**src/rtl/booth_pkg.sv**
```systemverilog
// booth_pkg: shared FSM states, radix-4 Booth digit codes, decode map and digit-count helper
package booth_pkg;
  typedef enum logic [1:0] {IDLE, RUN, DONE} state_t;
  typedef enum logic [2:0] {ZERO, P1, P2, M1, M2} digit_t;
  function automatic digit_t booth_decode(input logic [2:0] d);
    return (d == 3'd0 || d == 3'd7) ? ZERO :
           (d == 3'd1 || d == 3'd2) ? P1 :
           (d == 3'd3) ? P2 :
           (d == 3'd4) ? M2 : M1;
  endfunction
  function automatic int num_digits(input int n);
    return n / 2 + 1;
  endfunction
endpackage

```
**src/rtl/booth_pp_sel.sv**
```systemverilog
// booth_pp_sel: maps a 3-bit Booth digit and extended multiplicand a_ext to pp in {0, +-a_ext, +-2*a_ext} (W bits, two's complement)
module booth_pp_sel
  import booth_pkg::*;
#(
  parameter int W = 8
) (
  input  logic [2:0]   digit,
  input  logic [W-1:0] a_ext,
  output logic [W-1:0] pp
);
  digit_t code;
  always_comb begin
    code = booth_decode(digit);
    pp = code == P1 ? a_ext :
         code == P2 ? a_ext << 1 :
         code == M1 ? -a_ext :
         code == M2 ? -(a_ext << 1) : '0;
  end
endmodule

```
**src/rtl/booth_seq_mul.sv**
```systemverilog
// booth_seq_mul: iterative radix-4 Booth multiplier; in_valid/in_ready/A/in2/sgn in, out_valid/out_ready/Mul out, busy while running
module booth_seq_mul
  import booth_pkg::*;
#(
  parameter int N = 4
) (
  input  logic           clk,
  input  logic           rst,
  input  logic           in_valid,
  output logic           in_ready,
  input  logic [N-1:0]   A,
  input  logic [N-1:0]   in2,
  input  logic           sgn,
  output logic           out_valid,
  input  logic           out_ready,
  output logic [2*N-1:0] Mul,
  output logic           busy
);
  localparam int D = num_digits(N);
  localparam int CW = $clog2(D);
  localparam int W = 2 * N;
  if (N < 2 || N % 2 != 0) begin : g_bad_n
    $error("booth_seq_mul: N must be even and >= 2");
  end
  state_t state_q, state_d;
  logic [W-1:0] a_q, a_d, acc_q, acc_d, mul_q, mul_d, pp;
  logic [N+2:0] b_q, b_d;
  logic [CW-1:0] j_q, j_d;
  logic [2:0] digit;
  logic accept, last;
  booth_pp_sel #(.W(W)) u_pp_sel (.digit(digit), .a_ext(a_q), .pp(pp));
  assign Mul = mul_q;
  always_ff @(posedge clk or posedge rst) begin
    if (rst) state_q <= IDLE;
    else state_q <= state_d;
  end
  always_comb begin
    accept = in_valid && in_ready;
    last = j_q == CW'(N / 2);
    state_d = state_q == IDLE ? (accept ? RUN : IDLE) :
              state_q == RUN ? (last ? DONE : RUN) :
              (out_ready ? IDLE : DONE);
  end
  always_comb begin
    in_ready = state_q == IDLE;
    busy = state_q == RUN;
    out_valid = state_q == DONE;
  end
  // b_q[0] is the implicit B[-1]=0, so digit j sits at b_q[2j+2:2j]
  always_comb begin
    digit = 3'(b_q >> {j_q, 1'b0});
    a_d = accept ? {{N{sgn & A[N-1]}}, A} : a_q;
    b_d = accept ? {{2{sgn & in2[N-1]}}, in2, 1'b0} : b_q;
    acc_d = accept ? '0 : busy ? acc_q + (pp << {j_q, 1'b0}) : acc_q;
    j_d = accept ? '0 : busy ? j_q + CW'(1) : j_q;
    mul_d = busy && last ? acc_d : mul_q;
  end
  always_ff @(posedge clk or posedge rst) begin
    if (rst) begin
      a_q <= '0;
      b_q <= '0;
      acc_q <= '0;
      j_q <= '0;
      mul_q <= '0;
    end else begin
      a_q <= a_d;
      b_q <= b_d;
      acc_q <= acc_d;
      j_q <= j_d;
      mul_q <= mul_d;
    end
  end
endmodule

```
**config.mk**
```make
export PLATFORM = sky130hd
export DESIGN_NAME = booth_seq_mul
export DESIGN_NICKNAME = d
export VERILOG_FILES = /design/src/rtl/booth_pkg.sv /design/src/rtl/booth_pp_sel.sv /design/src/rtl/booth_seq_mul.sv
export SDC_FILE = /design/constraint.sdc
export NUM_CORES = 1
export LEC_CHECK = 0
export CORE_ASPECT_RATIO = 1.2
export CORE_MARGIN = 4
export CORE_UTILIZATION = 52
export CTS_CLUSTER_DIAMETER = 30
export DETAILED_ROUTE_END_ITERATION = 12
export PLACE_DENSITY_LB_ADDON = 0.12
export SKIP_CTS_REPAIR_TIMING = 1
export SLEW_MARGIN = 20
export SYNTH_ARGS = -nofsm -noshare
export SYNTH_HDL_FRONTEND = slang
export SYNTH_SLANG_ARGS = --single-unit
```
**constraint.sdc**
```tcl
create_clock -name clk -period 4.4 [get_ports clk]
set_input_delay 0.66 -clock clk [delete_from_list [all_inputs] [get_ports clk]]
set_output_delay 0.66 -clock clk [all_outputs]
set_load 0.01 [all_outputs]
```
==> results by group <==
Timing
  • Post-layout min period: 4.187 ns
  • Skew final: 0.005586 ns
  • Period utilisation layout: 95.16%
  • Final setup viols: 0
  • Fmax: 238.8 MHz
  • Slew of the pin with the lowest slew margin: 0.8403 ns
  • Post-route setup TNS: 0 ns
  • Final Max Tran Viols: 0
  • Final hold vios: 0
  • Max_slew headroom: 43.84%

GRT
  • First-pass GRT wire length: 9715 um
  • Total grt overflow: 0
  • Vias in the first global route: 2107
  • Initial antenna violation count: 0
  • GRT Total Usage: 20.94%
  • Largest net degree at the start of global routing: 31

Cells and area
  • Fraction of layout cells with a size suffix above 1: 22.12%
  • # nets final: 338
  • Non-Filler Instances: 368
  • Design Area, Final: 2957 um2
  • Finished Core Util: 68.33%
  • Diode count: 0
  • Area Growth Syn to Fin: 24.43%
  • Fillers: 346

Detailed routing
  • Vias: 2179
  • DRC viols: 0
  • Drt pass-1 iters: 4
  • Vias per inst: 5.921
  • WL final: 5802 um
  • WL per Instance: 15.77 um
  • Initial DRC count: 205
  • Detail Route Antenna Nets: 0

Placement
  • Final RePlAce weighted congestion: 0.9466
  • Dpl cells: 355
  • IO buf count: 23
  • Post-DP Area: 2734 um2
  • Hpwl dp: 4071 um

Setup path
  • Worst Setup End Kind: flip-flop
  • Worst path required time: 4.56 ns
  • RR Startpoint: j_q[0]$_DFFE_PP0P_
  • Reg2reg path depth: 20
  • Arrival @ worst endpoint: 4.35 ns
  • Startpoint Class: flip-flop
  • Worst path cell trace: mux2_2 -> nand2_1 -> o21a_1 -> buf_4 -> ha_4 -> buf_4 -> a21bo_2 -> o22ai_1 -> o21bai_2 -> a221o_1 -> and2_4 -> nor2_1 -> ha_1 -> o21ai_2 -> o21a_1 -> nor2_1 -> buf_4 -> a2111oi_4 -> a211oi_2 -> mux2i_1
  • R2R Path End: acc_q[7]$_DFF_PP0_
  • CP max FO: 11
  • Critical path's slowest cell: dfrtp_1
  • Reg2reg setup slack: 0.21 ns
  • Crit path largest cell delay: 0.41 ns
  • Worst path most repeated cell: buf_4
  • Kind of critical path: flip-flop to flip-flop

Floorplan
  • Row count: 26
  • Io pins: 24
  • Die Span Y: 82.05 um
  • Die ar.: 5719 um2
  • Starting density of the core: 54.92%
  • Core box area: 4327 um2
  • Die X-Extent: 69.71 um

Clock tree
  • Clock-pin slew on the worst setup and hold paths: 0.07 ns
  • Max clock buf depth: 2
  • CTS HTree Levels: 2
  • CTS tree: yes
  • Number of buffers created by CTS: 5
  • Root Buffer: clkbuf_8
  • Clock Sinks: 30
  • Worst skew pair latency: 0.28 ns

Worst hold path
  • Hold Path Cell Cnt: 2
  • Hold Crit Endpoint: acc_q[5]$_DFF_PP0_
  • Worst hold path class: flip-flop to flip-flop
  • Worst Hold Launch: acc_q[5]$_DFF_PP0_

Yosys
  • Post-synthesis instance total: 275
  • Ys flop type: dfrtp_1
  • Post-Syn Area: 2376 um2
  • Syn_area_per_cell: 8.640 um2
  • Register area share after synthesis: 31.60%
  • Post-synth ARST share: 100.0%
  • YS warnings: 0
  • Post-synth EDFFs: 0
  • Mapped Nets: 302
  • Yosys cell types: 60
  • Seq cells post-synth: 30

Run
  • Total of max-cap violations: 0

Run status
  • Status: completed
synth_stat cells, drive strengths merged, types with 4 or more instances:
| library cell | instances | area (um2) |
|---|---|---|
| xor2 | 4 | 35.03 |
| a2111oi | 4 | 60.06 |
| a31oi | 7 | 43.79 |
| inv | 13 | 48.80 |
| nor2 | 23 | 86.33 |
| nor4 | 6 | 37.54 |
| nand3 | 11 | 55.05 |
| a211oi | 4 | 35.03 |
| ha | 13 | 162.7 |
| mux2i | 5 | 50.05 |
| nand2b | 5 | 31.28 |
| o21ai | 15 | 75.07 |
| buf | 6 | 35.03 |
| o21a | 4 | 30.03 |
| a21oi | 10 | 50.05 |
| dfrtp | 30 | 750.7 |
| nor3 | 6 | 35.03 |
| mux2 | 11 | 123.9 |
| a211o | 5 | 45.04 |
| nand2 | 31 | 116.4 |
| o21bai | 6 | 45.04 |
| clkbuf | 11 | 42.54 |
registers in the layout (all words and copies together), names as in the netlist:
| name | count |
|---|---|
| Mul | 8 |
| acc_q | 8 |
| a_q | 5 |
| b_q | 5 |
| j_q | 2 |
| state_q | 2 |
final cells by class:
type	count	area (um2)	share of cell area, %
clock buffers	7	86.33	2.920
clock inverters	1	5.005	0.1693
inverters	15	56.30	1.904
multi-input cells	213	1585	53.62
flip-flops and latches	30	750.7	25.39
well taps	56	70.07	2.370
repair buffers	46	402.9	13.63
worst max-delay path by stage:
stage,startpoint,end,slack (ns)
after floorplan,j_q[0]$_DFFE_PP0P_,acc_q[7]$_DFF_PP0_,0.07
after global placement,j_q[0]$_DFFE_PP0P_,Mul[7]$_DFFE_PP0P_,-0.04
after detailed placement,j_q[0]$_DFFE_PP0P_,acc_q[7]$_DFF_PP0_,-0.06
after CTS,j_q[0]$_DFFE_PP0P_,acc_q[7]$_DFF_PP0_,-0.09
after global routing,j_q[0]$_DFFE_PP0P_,acc_q[7]$_DFF_PP0_,-0.03
final,j_q[0]$_DFFE_PP0P_,acc_q[7]$_DFF_PP0_,0.21
cell families after synthesis:
group | after synthesis | share of synthesized area, %
mux | 16 | 7.320
simple gates | 100 | 21.38
xor+xnor | 7 | 2.580
buf+inv | 32 | 5.635
fa+ha+maj | 14 | 7.688
compound gates | 76 | 23.80
flops | 30 | 31.60
placed cells by master, fill, tap and decap left out, types with 6 or more instances in the layout:
master           count
a21oi_1              8
a31oi_1              7
buf_4               23
clkbuf_8             6
clkdlybuf4s50_1     23
dfrtp_1             30
ha_1                11
inv_1               12
mux2_2              11
nand2_1             31
nand3_1             11
nor2_1              20
nor4_1               6
o21ai_0             14
per-layer routing:
metal,wire (um),part of all wire (%),GRT usage [%]
met1,2649,46,28.35
met2,2801,48,35.21
met3,236,4.1,2.938
met4,114,2.0,6.130
met5,0,0,0
critical path: cells and delay by family (launching register included):
family          cells  cell delay [ns]
compound gates      9             1.77
fa+ha+maj           2             0.51
buf+inv             3             0.45
flops               1             0.41
mux                 2             0.48
simple gates        4             0.40
through the flow:
step / hold slack, ns / worst slack [ns]
after global routing: 0.5329 / -0.03284
after CTS: 0.5167 / -0.09459
after floorplan: 0.4666 / 0.07352
after detailed placement: 0.5025 / -0.05589
after global placement: 0.4882 / -0.04010
final: 0.5161 / 0.2130
Power is not shown: default switching activity piles up to over one toggle a cycle in this logic, so the estimate is an artifact.
==> RTL edit (same settings) <==
`a_q`, `b_q` and `j_q` no longer have a reset.
--- a/src/rtl/booth_seq_mul.sv
+++ b/src/rtl/booth_seq_mul.sv
@@ -58,17 +58,17 @@
   always_ff @(posedge clk or posedge rst) begin
     if (rst) begin
-      a_q <= '0;
-      b_q <= '0;
       acc_q <= '0;
-      j_q <= '0;
       mul_q <= '0;
     end else begin
-      a_q <= a_d;
-      b_q <= b_d;
       acc_q <= acc_d;
-      j_q <= j_d;
       mul_q <= mul_d;
     end
   end
+
+  always_ff @(posedge clk) begin
+    a_q <= a_d;
+    b_q <= b_d;
+    j_q <= j_d;
+  end
 endmodule
 
Behaviour: no difference found for any inputs over 10 cycles, from zero or initial values and one cycle with rst high; that may be too few to reach the edited logic, so the function may still have changed.
==> RTL edit against the original RTL <==
  * Sequential cell count did not move
  * Area after synthesis shrank 12%
  * Maximum frequency up 0.25%
  * Routed wire length is 21% lower
  * Clock skew fell by 0.0013 ns
  * Core utilization fell by 1.7 points
  * Critical path depth down 1
  * Worst setup slack better by 0.010 ns
  * Cell area down 12%
  * Die area down 11%
Power is left out: the tool's default activity adds up to more than one toggle a clock period on the data nets, which glitch-free logic cannot reach.
==> RTL edit: results (changes against the original RTL) <==
metric,value,unit,change
Synth area leader,dfrtp_1,,
post-DP HPWL,3.47,mm,-15%
gr usage total,0.200,,-0.00953
WS Path Type,register to register,,
top sig layer,met4,,
fillcell total,313,,-9.5%
DRT Pass-1 Iters,4,,unchanged
status,"finished, final reports clean",,
critical path peak fanout,5,,-6
Metal-1 WL,1.96,mm,-26%
Critical Path Max Stage Delay,0.51,ns,+0.10 ns
CTS Buf Count,5,,unchanged
met3 usage,0.0420,,+0.0126
Starting DRT DRC Count,109,,-47%
vias in the first global route,1809,,-14%
DR vias,1693,,-22%
first-pass GRT wire length,8.02,mm,-17%
Root Buffer Master,clkbuf_8,,
number of flops mapped to enable cells by yosys,10,,+10
post-synthesis sequential area ratio,0.378,,+0.0618
layout net count,278,,-18%
Setup Skew,0.00432,ns,-0.00126 ns
"slowest stage cell, crit path",or4b_1,,
data arrival time of the critical path,4.37,ns,+0.02 ns
met2 GRT Util,0.357,,+0.00497
worst-case clock buffer depth,2,,unchanged
Yosys cell types,59,,-1.7%
DP Area,0.00243,mm2,-11%
"Reg clk slew, reported paths",0.07,ns,about the same
DR WL/cell,15.0,um,-4.6%
Setup WS pre-CTS,0.0389,ns,+0.0948 ns
Worst Max-Slew Pin Slew,0.711,ns,-0.129 ns
synth top area cells,"dfrtp_1, edfxtp_1, ha_1",,
Synth top cells by count,"nand2_1, dfrtp_1, a21oi_1, nor2_1",,
Hold Crit Class,register to register,,
met3 wire length,136,um,-42%
Met2 Wirelength,2.42,mm,-14%
Synth Net Count,245,,-19%
share of layout cells above drive strength 1,0.222,,+0.00107
met1 Usage GRT,0.230,,-0.0539
ys async rst share,0.600,,-0.400
routability congestion estimate from global placement,0.938,,-0.93%
largest net degree at the start of global routing,20,,-35%
-- RTL edit: cell types whose count changed after synthesis, moves of 6 or more --
cell      change
nor2_1        -7
o21ai_0      -10
edfxtp_1     +10
a21oi_1       +6
clkbuf_1      -7
nand3_1       -8
dfrtp_1      -12
-- RTL edit: cells by family (layout without fill, tap and decap cells) --
logic type,count (synthesis),in the layout,synth area share
flops,30,30,0.378
buf+inv,22,56,0.0430
xor+xnor,8,8,0.0406
compound gates,57,57,0.204
fa+ha+maj,14,14,0.0873
simple gates,73,73,0.169
mux,14,14,0.0783
-- RTL edit: metrics by stage --
step	instances	util	TNS, ns	hold WS [ns]
after floorplan	218	-	0	0.450
after global placement	297	0.621	0	0.470
after detailed placement	297	0.621	0	0.487
after CTS	305	0.643	0	0.503
after global routing	306	0.666	-0.0258	0.535
final	306	0.666	0	0.497
-- RTL edit: path summary, 6_finish.rpt --
check	from	endpoint	slack (ns)	depth (start not counted)
max	b_q[5]	acc_q[7]	0.22	19
min	Mul[2]	Mul[2]	0.50	2
min in group asynchronous	rst	Mul[7]	0.79	2
max in group asynchronous	rst	state_q[1]	3.16	2
max reg2reg	b_q[5]	acc_q[7]	0.22	19
min reg2reg	Mul[2]	Mul[2]	0.50	2
-- RTL edit: area by class of cell --
| type | count | area (um2) | area share |
|---|---|---|---|
| Timing Repair Buffer | 34 | 313 | 0.120 |
| Clock buffer | 5 | 68.8 | 0.0264 |
| Inverter | 14 | 52.6 | 0.0202 |
| Clock inverter | 3 | 16.3 | 0.00624 |
| Multi-Input combinational cell | 166 | 1290 | 0.497 |
| Tap cell | 54 | 67.6 | 0.0259 |
| Sequential cell | 30 | 792 | 0.304 |
